$ cat src/rtl/fetch_ctrl_if.sv
// Control-flow bus between the fetch sequencer and the PC / decode side.
// The master drives the fetched op and flags; the slave (fetch_ctrl) returns PC control.
interface fetch_ctrl_if #(
    parameter int unsigned ADDR_W      = 8,
    parameter int unsigned STACK_DEPTH = 4
);
    localparam int unsigned SP_W = $clog2(STACK_DEPTH + 1);

    logic [ADDR_W-1:0] pc_addr;
    logic              instr_valid;
    logic              br_en;
    logic [2:0]        br_op;
    logic [ADDR_W-1:0] br_target;
    logic              flag_z;
    logic              flag_c;
    logic              resume;
    logic              is_jmp;
    logic [ADDR_W-1:0] jmp_target;
    logic              stall;
    logic              halted;
    logic [SP_W-1:0]   sp;
    logic              err_ovf;
    logic              err_unf;

    modport master (
        output pc_addr, instr_valid, br_en, br_op, br_target, flag_z, flag_c, resume,
        input  is_jmp, jmp_target, stall, halted, sp, err_ovf, err_unf
    );

    modport slave (
        input  pc_addr, instr_valid, br_en, br_op, br_target, flag_z, flag_c, resume,
        output is_jmp, jmp_target, stall, halted, sp, err_ovf, err_unf
    );
endinterface

$ cat src/rtl/fetch_ctrl.sv
// PC sequencer: resolves JMP/Jcc/CALL/RET/HALT each cycle and steers the PC load.
// PC control is combinational from state and inputs; state, stack and errors are registered.
module fetch_ctrl #(
    parameter int unsigned ADDR_W      = 8,
    parameter int unsigned STACK_DEPTH = 4
) (
    input logic         clk,
    input logic         rst,
    fetch_ctrl_if.slave bus
);
    localparam int unsigned     SP_W    = $clog2(STACK_DEPTH + 1);
    localparam int unsigned     IDX_W   = (STACK_DEPTH > 1) ? $clog2(STACK_DEPTH) : 1;
    localparam logic [SP_W-1:0] SP_FULL = SP_W'(STACK_DEPTH);

    typedef enum logic [1:0] {S_BOOT, S_RUN, S_HALT} state_e;
    typedef enum logic [2:0] {
        OP_JMP, OP_JZ, OP_JNZ, OP_JC, OP_JNC, OP_CALL, OP_RET, OP_HALT
    } op_e;

    state_e            state_q, state_d;
    logic [SP_W-1:0]   sp_q, sp_d;
    logic [ADDR_W-1:0] stack_q [STACK_DEPTH];
    logic [ADDR_W-1:0] stack_d [STACK_DEPTH];
    logic              ovf_q, ovf_d;
    logic              unf_q, unf_d;
    logic [IDX_W-1:0]  push_idx, pop_idx;
    logic              taken;
    logic              is_jmp;
    logic              stall;
    logic [ADDR_W-1:0] jmp_target;
    op_e               op;

    assign op       = op_e'(bus.br_op);
    assign push_idx = sp_q[IDX_W-1:0];
    assign pop_idx  = IDX_W'(sp_q - SP_W'(1));

    always_comb begin
        case (op)
            OP_JMP:  taken = 1'b1;
            OP_JZ:   taken = bus.flag_z;
            OP_JNZ:  taken = !bus.flag_z;
            OP_JC:   taken = bus.flag_c;
            OP_JNC:  taken = !bus.flag_c;
            default: taken = 1'b0;
        endcase
    end

    // Default is "hold": jump to the current PC, since the PC otherwise increments.
    always_comb begin
        state_d    = state_q;
        sp_d       = sp_q;
        stack_d    = stack_q;
        ovf_d      = ovf_q;
        unf_d      = unf_q;
        is_jmp     = 1'b1;
        jmp_target = bus.pc_addr;
        stall      = 1'b0;
        case (state_q)
            S_BOOT: begin
                jmp_target = '0;
                stall      = 1'b1;
                state_d    = S_RUN;
            end
            S_RUN: begin
                if (!bus.instr_valid) begin
                    stall = 1'b1;
                end else if (!bus.br_en) begin
                    is_jmp = 1'b0;
                end else begin
                    case (op)
                        OP_CALL: begin
                            if (sp_q < SP_FULL) begin
                                stack_d[push_idx] = bus.pc_addr + ADDR_W'(1);
                                sp_d              = sp_q + SP_W'(1);
                                jmp_target        = bus.br_target;
                            end else begin
                                ovf_d   = 1'b1;
                                state_d = S_HALT;
                            end
                        end
                        OP_RET: begin
                            if (sp_q != '0) begin
                                jmp_target = stack_q[pop_idx];
                                sp_d       = sp_q - SP_W'(1);
                            end else begin
                                unf_d   = 1'b1;
                                state_d = S_HALT;
                            end
                        end
                        OP_HALT: state_d = S_HALT;
                        default: begin
                            if (taken) begin
                                jmp_target = bus.br_target;
                            end else begin
                                is_jmp = 1'b0;
                            end
                        end
                    endcase
                end
            end
            default: begin
                stall = 1'b1;
                if (bus.resume && !ovf_q && !unf_q) begin
                    is_jmp  = 1'b0;
                    state_d = S_RUN;
                end
            end
        endcase
    end

    always_ff @(posedge clk or posedge rst) begin
        if (rst) begin
            state_q <= S_BOOT;
            sp_q    <= '0;
            ovf_q   <= 1'b0;
            unf_q   <= 1'b0;
        end else begin
            state_q <= state_d;
            sp_q    <= sp_d;
            ovf_q   <= ovf_d;
            unf_q   <= unf_d;
        end
    end

    // Stack contents are meaningless while sp=0, so the storage needs no reset.
    always_ff @(posedge clk) begin
        stack_q <= stack_d;
    end

    assign bus.is_jmp     = is_jmp;
    assign bus.jmp_target = jmp_target;
    assign bus.stall      = stall;
    assign bus.halted     = (state_q == S_HALT);
    assign bus.sp         = sp_q;
    assign bus.err_ovf    = ovf_q;
    assign bus.err_unf    = unf_q;
endmodule

$ cat src/flat_wrapper.sv
// flat-port wrapper written by rule: the top's interface ports become plain ports
module fetch_ctrl_flat 
#(
    parameter int unsigned ADDR_W      = 8,
    parameter int unsigned STACK_DEPTH = 4
)
  (clk, rst, bus_pc_addr, bus_instr_valid, bus_br_en, bus_br_op, bus_br_target, bus_flag_z, bus_flag_c, bus_resume, bus_is_jmp, bus_jmp_target, bus_stall, bus_halted, bus_sp, bus_err_ovf, bus_err_unf);
  fetch_ctrl_if #(.ADDR_W(ADDR_W), .STACK_DEPTH(STACK_DEPTH)) bus_i ();
  input logic clk;
  input logic rst;
  input wire logic [$bits(bus_i.pc_addr)-1:0] bus_pc_addr;
  input wire logic [$bits(bus_i.instr_valid)-1:0] bus_instr_valid;
  input wire logic [$bits(bus_i.br_en)-1:0] bus_br_en;
  input wire logic [$bits(bus_i.br_op)-1:0] bus_br_op;
  input wire logic [$bits(bus_i.br_target)-1:0] bus_br_target;
  input wire logic [$bits(bus_i.flag_z)-1:0] bus_flag_z;
  input wire logic [$bits(bus_i.flag_c)-1:0] bus_flag_c;
  input wire logic [$bits(bus_i.resume)-1:0] bus_resume;
  output wire logic [$bits(bus_i.is_jmp)-1:0] bus_is_jmp;
  output wire logic [$bits(bus_i.jmp_target)-1:0] bus_jmp_target;
  output wire logic [$bits(bus_i.stall)-1:0] bus_stall;
  output wire logic [$bits(bus_i.halted)-1:0] bus_halted;
  output wire logic [$bits(bus_i.sp)-1:0] bus_sp;
  output wire logic [$bits(bus_i.err_ovf)-1:0] bus_err_ovf;
  output wire logic [$bits(bus_i.err_unf)-1:0] bus_err_unf;
  assign bus_i.pc_addr = bus_pc_addr;
  assign bus_i.instr_valid = bus_instr_valid;
  assign bus_i.br_en = bus_br_en;
  assign bus_i.br_op = bus_br_op;
  assign bus_i.br_target = bus_br_target;
  assign bus_i.flag_z = bus_flag_z;
  assign bus_i.flag_c = bus_flag_c;
  assign bus_i.resume = bus_resume;
  assign bus_is_jmp = bus_i.is_jmp;
  assign bus_jmp_target = bus_i.jmp_target;
  assign bus_stall = bus_i.stall;
  assign bus_halted = bus_i.halted;
  assign bus_sp = bus_i.sp;
  assign bus_err_ovf = bus_i.err_ovf;
  assign bus_err_unf = bus_i.err_unf;
  fetch_ctrl #(.ADDR_W(ADDR_W), .STACK_DEPTH(STACK_DEPTH)) u_core (.clk(clk), .rst(rst), .bus(bus_i));
endmodule
$ cat config.mk
export PLATFORM = sky130hd
export DESIGN_NAME = fetch_ctrl_flat
export DESIGN_NICKNAME = d
export VERILOG_FILES = /design/src/rtl/fetch_ctrl_if.sv /design/src/rtl/fetch_ctrl.sv /design/src/flat_wrapper.sv
export SDC_FILE = /design/constraint.sdc
export NUM_CORES = 1
export LEC_CHECK = 0
export ABC_AREA = 0
export BUFFER_PORTS_ARGS = -buffer_cell sky130_fd_sc_hd__buf_2
export CAP_MARGIN = 30
export CORE_ASPECT_RATIO = 1.75
export CORE_MARGIN = 8
export CORE_UTILIZATION = 45
export CTS_CLUSTER_DIAMETER = 200
export DETAILED_ROUTE_END_ITERATION = 12
export HOLD_SLACK_MARGIN = 0.06
export PLACE_DENSITY = 0.77
export SKIP_CTS_REPAIR_TIMING = 1
export SYNTH_ARGS = -nofsm -noshare
export SYNTH_HDL_FRONTEND = slang
export SYNTH_SLANG_ARGS = --single-unit
$ cat constraint.sdc
create_clock -name clk -period 2.53 [get_ports clk]
set_clock_uncertainty 0.05 [all_clocks]
set_input_delay 0.253 -clock clk [delete_from_list [all_inputs] [get_ports clk]]
set_output_delay 0.253 -clock clk [all_outputs]
set_load 0.02 [all_outputs]
==> results.ini <==
[timing]
fin_crit_sh_pct=92.1
fmax_ghz=0.429
setup_viol_count_final=0
max_slew_margin_pct=62.8
grt_setup_unrepaired=no
worst_pin_slew_ns=0.554
hold_viol=0
final.setup.tns_ns=0
fin_crit_ns=2.33
maxSlewViolCount=0
fin_ws_ns=0.201

[global_route]
grt_pass1_wl_um=9030
grt_overflow=0
grt_usage_pct=14.5
grt_pass1_vias=1771
antenna_found_initial=0
grt_max_degree=20

[route]
ant_nets=0
drc_errors=0
drt_first_iter_violations=88
first_pass_iters=4
wire_per_inst_um=19.7
wirelength_um=5640
viasPerCell=5.99
dr_total_vias=1713

[pwr]
p_leak_nw=1.07
seqPwrFrac_pct=36.8
p_int_mw=1.38
switching_power_mw=0.785
p_comb_share_pct=43.4
vdd_drop_max_mv=0.544
switching_share_pct=36.2
power_density_nw_per_um2=795
pwr-share-clk_pct=19.8

[synthesis]
yosysUniqueCellTypes=46
yosysWarnings=0
synthCells=188
synth_area_um2=2320
yosysSeqAreaShare_pct=49.0
ys_ff_latch=39
syn-num-nets=220
syn_area_per_cell_um2=12.3

[worst_setup_path]
crit_required_ns=2.23
end_kind=output port
critical_path_class=flip-flop to output port
r2r-end=u_core.stack_q[29]$_DFFE_PP_
rrSetupSlack_ns=0.60
cp_max_fo=8
r2r_cells=3
setup.worst_path.start=u_core.bus.sp[1]$_DFFE_PP0P_
cp.arrival_ns=2.03
r2r_start=u_core.state_q[1]$_DFFE_PP0P_
cp-start-kind=flip-flop

[floorplanning]
start_util_pct=46.6
chipHeight_um=111
rows=34
design.core.area_um2=4980
die_area_um2=7800
die_x_um=70.3
ioPinCount=42

[finish]
fillCellCount=436
multi_input_area_um2=1130
drive_above_1_share_pct=33.2
diodes=0
nNetsFinal=263
area_growth_pct=17.6
seq_area_um2=1140

[clocking]
cts_buffers=5
h-tree-depth=2
clockRootBuffer=clkbuf_8
cts.sink_count=39
cts_tree=done
clk_latency_ns=0.30
clkTransAtPathRegs_ns=0.09
clk_path_buf_depth=2

[placement]
gp_congestion=0.906
portBuffers=41
place_ws_ns=0.0978
dp_hpwl_um=4100

[job]
cap_violations=0

[outcome]
status=finished clean

[hold_path]
hold_path.class=primary input to flip-flop
holdPathStages=2
hold_start=bus_pc_addr[7]
min_to=u_core.stack_q[15]$_DFFE_PP_

==> power by group through the flow <==
stage	sequential (mW)	combinational [mW]	clock (mW)
after floorplan	0.838	0.615	0
after global placement	0.800	0.882	0
after detailed placement	0.804	0.894	0
after CTS	0.789	0.896	0.438
after global routing	0.801	1.02	0.459
final	0.797	0.942	0.429
==> cells in the mapped netlist, drive strengths merged <==
library cell  instances  share of area (%)
a211oi                2                1.2
a21boi                1               0.32
a21o                  2               0.65
a21oi                 9                1.9
a22oi                 8                2.6
a31o                  2               0.76
and2                  2               0.54
and3                  4                1.1
and3b                 2               0.76
and4b                 2                1.0
and4bb                1               0.54
buf                   6                1.6
clkbuf                5               0.81
dfrtp                 7                7.6
edfxtp               32                 41
ha                    6                3.2
inv                  12                1.9
mux2                  1               0.49
mux2i                16                6.9
mux4                  8                7.8
nand2                11                1.8
nand3                 2               0.43
nand3b                1               0.32
nand4                 1               0.27
nand4b                1               0.38
nor2                  2               0.32
nor2b                 4                1.1
nor3                  9                1.9
nor3b                 1               0.32
nor4                  1               0.27
nor4b                 1               0.38
o211ai                1               0.32
o21a                  3               0.97
o21ai                 3               0.65
o22ai                 2               0.54
o32ai                 8                3.3
or4bb                 1               0.49
xnor2                 7                2.6
xor2                  1               0.38
==> flip-flops by register name (all words and copies together), names as in the netlist <==
name                count
u_core.bus.err_ovf      1
u_core.bus.err_unf      1
u_core.bus.sp           3
u_core.stack_q         32
u_core.state_q          2
==> per-stage QoR <==
| step | util [%] | hold slack [ns] | power (mW) | std cells | cell area (µm²) |
|---|---|---|---|---|---|
| floorplan | - | 0.00640 | 1.45 | 188 | 2320 |
| global placement | 51.7 | 0.143 | 1.68 | 277 | 2570 |
| detailed placement | 51.7 | 0.141 | 1.70 | 277 | 2570 |
| CTS | 53.5 | -0.185 | 2.12 | 285 | 2670 |
| global route | 54.8 | 0.334 | 2.28 | 286 | 2730 |
| finish | 54.8 | 0.308 | 2.17 | 286 | 2730 |
==> worst max-delay path, cell delays in order, from the launching register on <==
cell and delay (ns):
dfrtp_1 0.44, inv_2 0.12, ha_4 0.12, nor2b_2 0.19, o21a_1 0.19, o22ai_4 0.14, o32ai_2 0.31, buf_2 0.21
==> worst max-delay path by stage <==
stage / to / slack (ns) / cells after the start
global route: bus_jmp_target[6] / 0.06 / 7
CTS: bus_jmp_target[6] / -0.25 / 7
finish: bus_jmp_target[6] / 0.20 / 7
global placement: bus_jmp_target[6] / 0.15 / 7
floorplan: bus_jmp_target[1] / 0.04 / 7
detailed placement: bus_jmp_target[6] / 0.1 / 7
==> cells in the final DEF (no fill, tap or decap), types with 4 or more instances in the layout <==
cell      netlist  final
and3_1          4      4
ha_1            6      5
xnor2_1         7      7
nor3_1          9      9
clkbuf_8        0      5
mux2i_1        16     16
o32ai_1         7      4
inv_1          12     11
edfxtp_1       32     32
buf_4           1      5
dfrtp_1         7      7
nand2_1        11     11
o32ai_2         1      4
buf_2           3     41
mux4_2          8      8
a21oi_1         9      9
a22oi_1         8      8
==> cell type report <==
type	count	share of cell area, %
Clock buffer	5	2.52
Clock inverter	3	0.872
Inverter	12	1.65
Multi-Input combinational cell	126	41.6
Sequential cell	39	41.7
Tap cell	54	2.48
Timing Repair Buffer	47	9.27
==> metal layers <==
metal	vias to the layer above	wire length (µm)	global-route usage, %
met5	-	0	0
met4	0	146	6.20
met3	12	361	3.94
met2	50	2980	25.5
met1	841	2150	15.6
li1	810	-	-
==> logic make-up (layout without fill, tap and decap cells) <==
| logic type | count (synthesis) | after routing | share of synthesized area [%] |
|---|---|---|---|
| simple gates | 46 | 46 | 11.9 |
| compound gates | 41 | 41 | 13.3 |
| flops | 39 | 39 | 49.0 |
| mux | 25 | 25 | 15.2 |
| buf+inv | 23 | 67 | 4.37 |
| xor+xnor | 8 | 8 | 3.02 |
| fa+ha+maj | 6 | 6 | 3.24 |
No activity file was read; power rests on OpenSTA's default activity.
